**src/rtl/inst_sequencer.sv**
```systemverilog
// Multicycle fetch/decode/execute/writeback sequencer with halt and trap.
// Ports: imem req/ready/rvalid handshake, decode/ALU/RF strobes, pc, instret, halt/trap status.
module inst_sequencer #(
  parameter logic [31:0] RESET_PC = 32'h0000_0000
) (
  input  logic        clk,
  input  logic        reset_n,
  output logic        imem_req,
  output logic [31:0] imem_addr,
  input  logic        imem_ready,
  input  logic        imem_rvalid,
  input  logic [31:0] imem_rdata,
  output logic [31:0] fetched_inst,
  output logic        alu_en,
  output logic        wb_en,
  output logic        retire,
  output logic [31:0] pc,
  output logic [31:0] instret,
  input  logic        halt_req,
  output logic        halted,
  output logic        trap,
  output logic [31:0] trap_pc
);

  localparam logic [2:0] S_FETCH  = 3'd0;
  localparam logic [2:0] S_FWAIT  = 3'd1;
  localparam logic [2:0] S_DECODE = 3'd2;
  localparam logic [2:0] S_EXEC   = 3'd3;
  localparam logic [2:0] S_WB     = 3'd4;
  localparam logic [2:0] S_HALT   = 3'd5;
  localparam logic [2:0] S_TRAP   = 3'd6;

  logic [2:0]  state_q;
  logic [2:0]  nxt;
  logic        req_q;
  logic [31:0] pc_q;
  logic [31:0] instret_q;
  logic [31:0] inst_q;
  logic        trap_q;
  logic [31:0] trap_pc_q;
  logic        legal;

  assign legal = (inst_q[6:0] == 7'b0010011)
              && (inst_q[14:12] != 3'b001)
              && (inst_q[14:12] != 3'b101);

  // req_q keeps imem_req low while in reset and for the
  // first FETCH cycle after it, so nothing is accepted
  // before a request is actually visible.
  always_comb begin
    nxt = state_q;
    unique case (state_q)
      S_FETCH: begin
        if (req_q && imem_ready)
          nxt = S_FWAIT;
        else if (req_q && halt_req)
          nxt = S_HALT;
      end
      S_FWAIT:  if (imem_rvalid) nxt = S_DECODE;
      S_DECODE: nxt = legal ? S_EXEC : S_TRAP;
      S_EXEC:   nxt = S_WB;
      S_WB:     nxt = halt_req ? S_HALT : S_FETCH;
      S_HALT:   if (!halt_req) nxt = S_FETCH;
      S_TRAP:   nxt = S_TRAP;
      default:  nxt = S_FETCH;
    endcase
  end

  always_ff @(posedge clk) begin
    if (!reset_n) begin
      state_q   <= S_FETCH;
      req_q     <= 1'b0;
      pc_q      <= RESET_PC;
      instret_q <= 32'd0;
      inst_q    <= 32'h0000_0013;
      trap_q    <= 1'b0;
      trap_pc_q <= 32'd0;
    end else begin
      state_q <= nxt;
      req_q   <= (nxt == S_FETCH);
      if (state_q == S_FWAIT && imem_rvalid)
        inst_q <= imem_rdata;
      if (state_q == S_DECODE && !legal) begin
        trap_q    <= 1'b1;
        trap_pc_q <= pc_q;
      end
      if (state_q == S_WB) begin
        pc_q      <= pc_q + 32'd4;
        instret_q <= instret_q + 32'd1;
      end
    end
  end

  assign imem_req     = req_q;
  assign imem_addr    = pc_q;
  assign fetched_inst = inst_q;
  assign alu_en       = (state_q == S_EXEC);
  assign wb_en        = (state_q == S_WB);
  assign retire       = (state_q == S_WB);
  assign pc           = pc_q;
  assign instret      = instret_q;
  assign halted       = (state_q == S_HALT)
                     || (state_q == S_TRAP);
  assign trap         = trap_q;
  assign trap_pc      = trap_pc_q;

endmodule
```
**config.mk**
```make
export PLATFORM = sky130hd
export DESIGN_NAME = inst_sequencer
export DESIGN_NICKNAME = d
export VERILOG_FILES = /design/src/rtl/inst_sequencer.sv
export SDC_FILE = /design/constraint.sdc
export NUM_CORES = 1
export LEC_CHECK = 0
export CAP_MARGIN = 20
export CORE_ASPECT_RATIO = 0.8
export CORE_MARGIN = 2
export CORE_UTILIZATION = 42
export CTS_CLUSTER_DIAMETER = 80
export DETAILED_ROUTE_END_ITERATION = 8
export PLACE_DENSITY = 0.81
export SYNTH_ARGS = -nofsm -noshare
export SYNTH_HDL_FRONTEND = slang
export SYNTH_SLANG_ARGS = --single-unit
```
**constraint.sdc**
```tcl
create_clock -name clk -period 2.8 [get_ports clk]
set_input_delay 0.7 -clock clk [delete_from_list [all_inputs] [get_ports clk]]
set_output_delay 0.7 -clock clk [all_outputs]
set_load 0.1 [all_outputs]
```
==> results.py <==
metrics = {
    "run_status": {
        "status": "finished clean",
    },
    "sta": {
        "setup_viol": 0,
        "hold_viol_final": 0,
        "timing.final.crit_share_pct": 95.0,
        "slew_viol_final": 0,
        "holdWs_ps": 452,
        "clock_skew_ps": 6.93,
        "worst_pin_slew_ps": 661,
        "rsz0062_at_grt": "no",
        "fmax_mhz": 376,
        "slew_headroom_pct": 55.4,
        "finalCriticalPeriod_ps": 2660,
    },
    "placement": {
        "routabilityCongestion": 0.816,
        "hpwl_microns": 10600,
        "io_buffers": 196,
        "dp.cells": 994,
    },
    "yosys": {
        "ys_warn_count": 0,
        "synth_flop_cell": "dfxtp_1",
        "synth.most_common_cell": "dfxtp_1",
        "synth_cells": 672,
        "synth_edf_count": 0,
        "async_reset_ff_share_pct": 0,
        "synth_cell_types": 47,
        "yosysTopAreaCellShare_pct": 44.8,
        "syn_area_per_cell_sq_um": 8.57,
        "yosysSeqAreaShare_pct": 44.8,
        "ys_seq_elements": 129,
        "ys_top_cells_by_count": "dfxtp_1, nand2_1, a21oi_1",
        "ys_top_cells_by_area": "dfxtp_1, mux2i_1, nand2_1",
        "synth_top_area_cell": "dfxtp_1",
        "synth_area_sq_mm": 0.00576,
    },
    "global_routing": {
        "grt_max_degree": 57,
        "grt-busiest-layer": "met2",
        "grt_pass1_wl_microns": 24200,
        "overflow": 0,
        "grtUsageTotal_pct": 20.9,
        "gr-usage-met1_pct": 27.8,
        "antenna_found_initial": 0,
        "grt_pass1_vias": 4639,
        "grt_util_met3_pct": 6.69,
        "met2_usage_pct": 32.1,
    },
    "cells_and_area": {
        "nNetsFinal": 872,
        "diodes": 0,
        "layout.cells.non_filler": 1025,
        "drive_gt1_share_pct": 25.7,
        "syn2layout_area_growth_pct": 37.0,
        "fin_util_pct": 58.5,
    },
    "clock_network": {
        "htree_levels": 4,
        "cts_resized": 0,
        "clockRootBuffer": "clkbuf_16",
        "cts_hold_buf": 0,
        "clock-sinks": 129,
        "cts_tree": "built",
        "clk_latency_ps": 410,
        "post-cts-setup-buffer-count": 0,
        "clock_path_buffers": 2,
        "cts_inserted_buffers": 17,
        "clk_pin_slew_worst_paths_ps": 50,
    },
    "setup_path": {
        "crit_fanout": 13,
        "rr_worst_depth": 4,
        "worstPathBufferInverterCount": 3,
        "crit_type": "flop to output port",
        "reg2reg_from": "imem_addr[14]",
        "crit_arrival_ps": 1960,
        "cp_cell_sequence": "or3b_1 -> inv_2 -> buf_4 -> buf_12",
        "cp_data_required_time_ps": 2100,
        "worst_setup_path_start_kind": "flop",
        "crit_path_end_kind": "output port",
        "rrSetupSlack_ps": 460,
        "critPathMaxStageDelay_ps": 540,
        "crit_family": "buffers and inverters",
        "slowest_stage": "or3b_1",
        "r2r_end": "imem_addr[31]",
    },
    "job": {
        "drv_cap": 0,
    },
    "detailed_routing": {
        "vias": 5370,
        "drtAntennaViolNets": 0,
        "wire_per_inst_microns": 14.9,
        "dr.first_iter.drc_count": 294,
        "routed_wl_microns": 15300,
        "route.detailed.drc": 0,
        "routed_via_density": 5.24,
        "dr.pass1.iters": 4,
    },
    "power_and_ir_drop": {
        "p_total_uw": 5400,
        "power_density_mw_per_mm2": 684,
        "vdd_drop_max_uv": 552,
        "cellLeakagePower_uw": 0.00305,
    },
    "hold_path": {
        "min_path_type": "flop to flop",
        "min_path_cells": 2,
        "hp-start": "fetched_inst[25]",
        "holdPathEnd": "fetched_inst[25]",
    },
    "floorplanning": {
        "die_w_microns": 135,
        "initial_utilization_pct": 42.7,
        "dieArea_sq_mm": 0.0147,
        "rows": 38,
        "dieHeight_microns": 109,
        "design.core.area_sq_mm": 0.0135,
        "ios": 203,
    },
}
[worst max path at each step]
stage / from / endpoint / slack [ps] / depth (start not counted)
floorplan: imem_addr[14] / imem_addr[27] / -3 / 6
global placement: state_q[0] / retire / 510 / 4
detailed placement: state_q[0] / retire / 490 / 4
CTS: state_q[0] / retire / 40 / 4
global route: state_q[0] / retire / 30 / 4
finish: state_q[0] / retire / 140 / 4
[sequential cells by signal, indices dropped and copies added, names as in the netlist]
signal	count
state_q	3
fetched_inst	32
trap	1
trap_pc	30
imem_req	1
imem_addr	30
instret	32
[worst reg2reg max path, delay by kind of cell (launching register included)]
kind,cells,cell delay (ps)
flip-flops,1,480
AO/OA/AOI/OAI,1,150
AND/OR/NAND/NOR,3,1640
[logic make-up (layout without fill, tap and decap cells)]
family	after synthesis	count (layout)	share of synthesized area, %
adders and majority gates	2	2	0.434
and+or+nand+nor	292	292	25.8
DFF	129	129	44.8
AOI/OAI and AO/OA	100	100	10.3
other	1	6	0.0651
muxes	40	40	6.95
xor gates and xnor gates	20	20	3.04
buffers and inverters	88	256	8.51
[per-stage QoR]
stage	instance area [sq um]	setup WS [ps]	TNS [ps]
4_1_cts	7890	39.5	0
3_5_place_dp	7320	488	0
3_3_place_gp	7320	514	0
2_1_floorplan	5780	-2.52	-2.52
5_1_grt	7890	28.9	0
6_report	7890	140	0
[per-layer routing]
layer / share of wire, % / vias to the layer above
li1: - / 2650
met1: 45 / 2500
met2: 45 / 202
met3: 8.7 / 18
met4: 1.4 / 0
met5: 0 / -
[placed cells by master, fill, tap and decap left out, types with 4 or more instances in the layout]
cell type / instances
clkbuf_16: 17
or4_1: 21
inv_1: 11
o31ai_1: 15
nand2b_1: 15
or3_1: 14
clkinv_2: 5
o41ai_1: 4
nor4_1: 8
and4_1: 7
buf_4: 172
o311ai_0: 4
and3_1: 4
xnor2_1: 13
nor2_1: 56
nand4_1: 15
nand3_1: 27
nand2_1: 101
nor3_1: 4
and2_1: 4
o21ai_0: 11
mux2i_1: 40
buf_12: 4
a21oi_1: 57
xor2_1: 7
dfxtp_1: 126
clkdlybuf4s50_1: 36
conb_1: 6
[report_power, final]
| part | total [uW] | switching (uW) | leakage [uW] | internal, uW |
|---|---|---|---|---|
| registers | 2000 | 76.1 | 0.00104 | 1920 |
| logic | 1270 | 937 | 0.00173 | 331 |
| clock network | 2130 | 787 | 0.000275 | 1350 |
| total | 5400 | 1800 | 0.00305 | 3600 |
[area by class of cell]
type                       count  area, sq um
fill                        1208         5610
inverter                      13         50.0
clock buffer                  21          460
tap                          180          225
timing repair buffer         212         1730
multi-input combinational    460         2730
sequential                   129         2590
clock inverter                10          111
(Power assumes the default switching activity.)
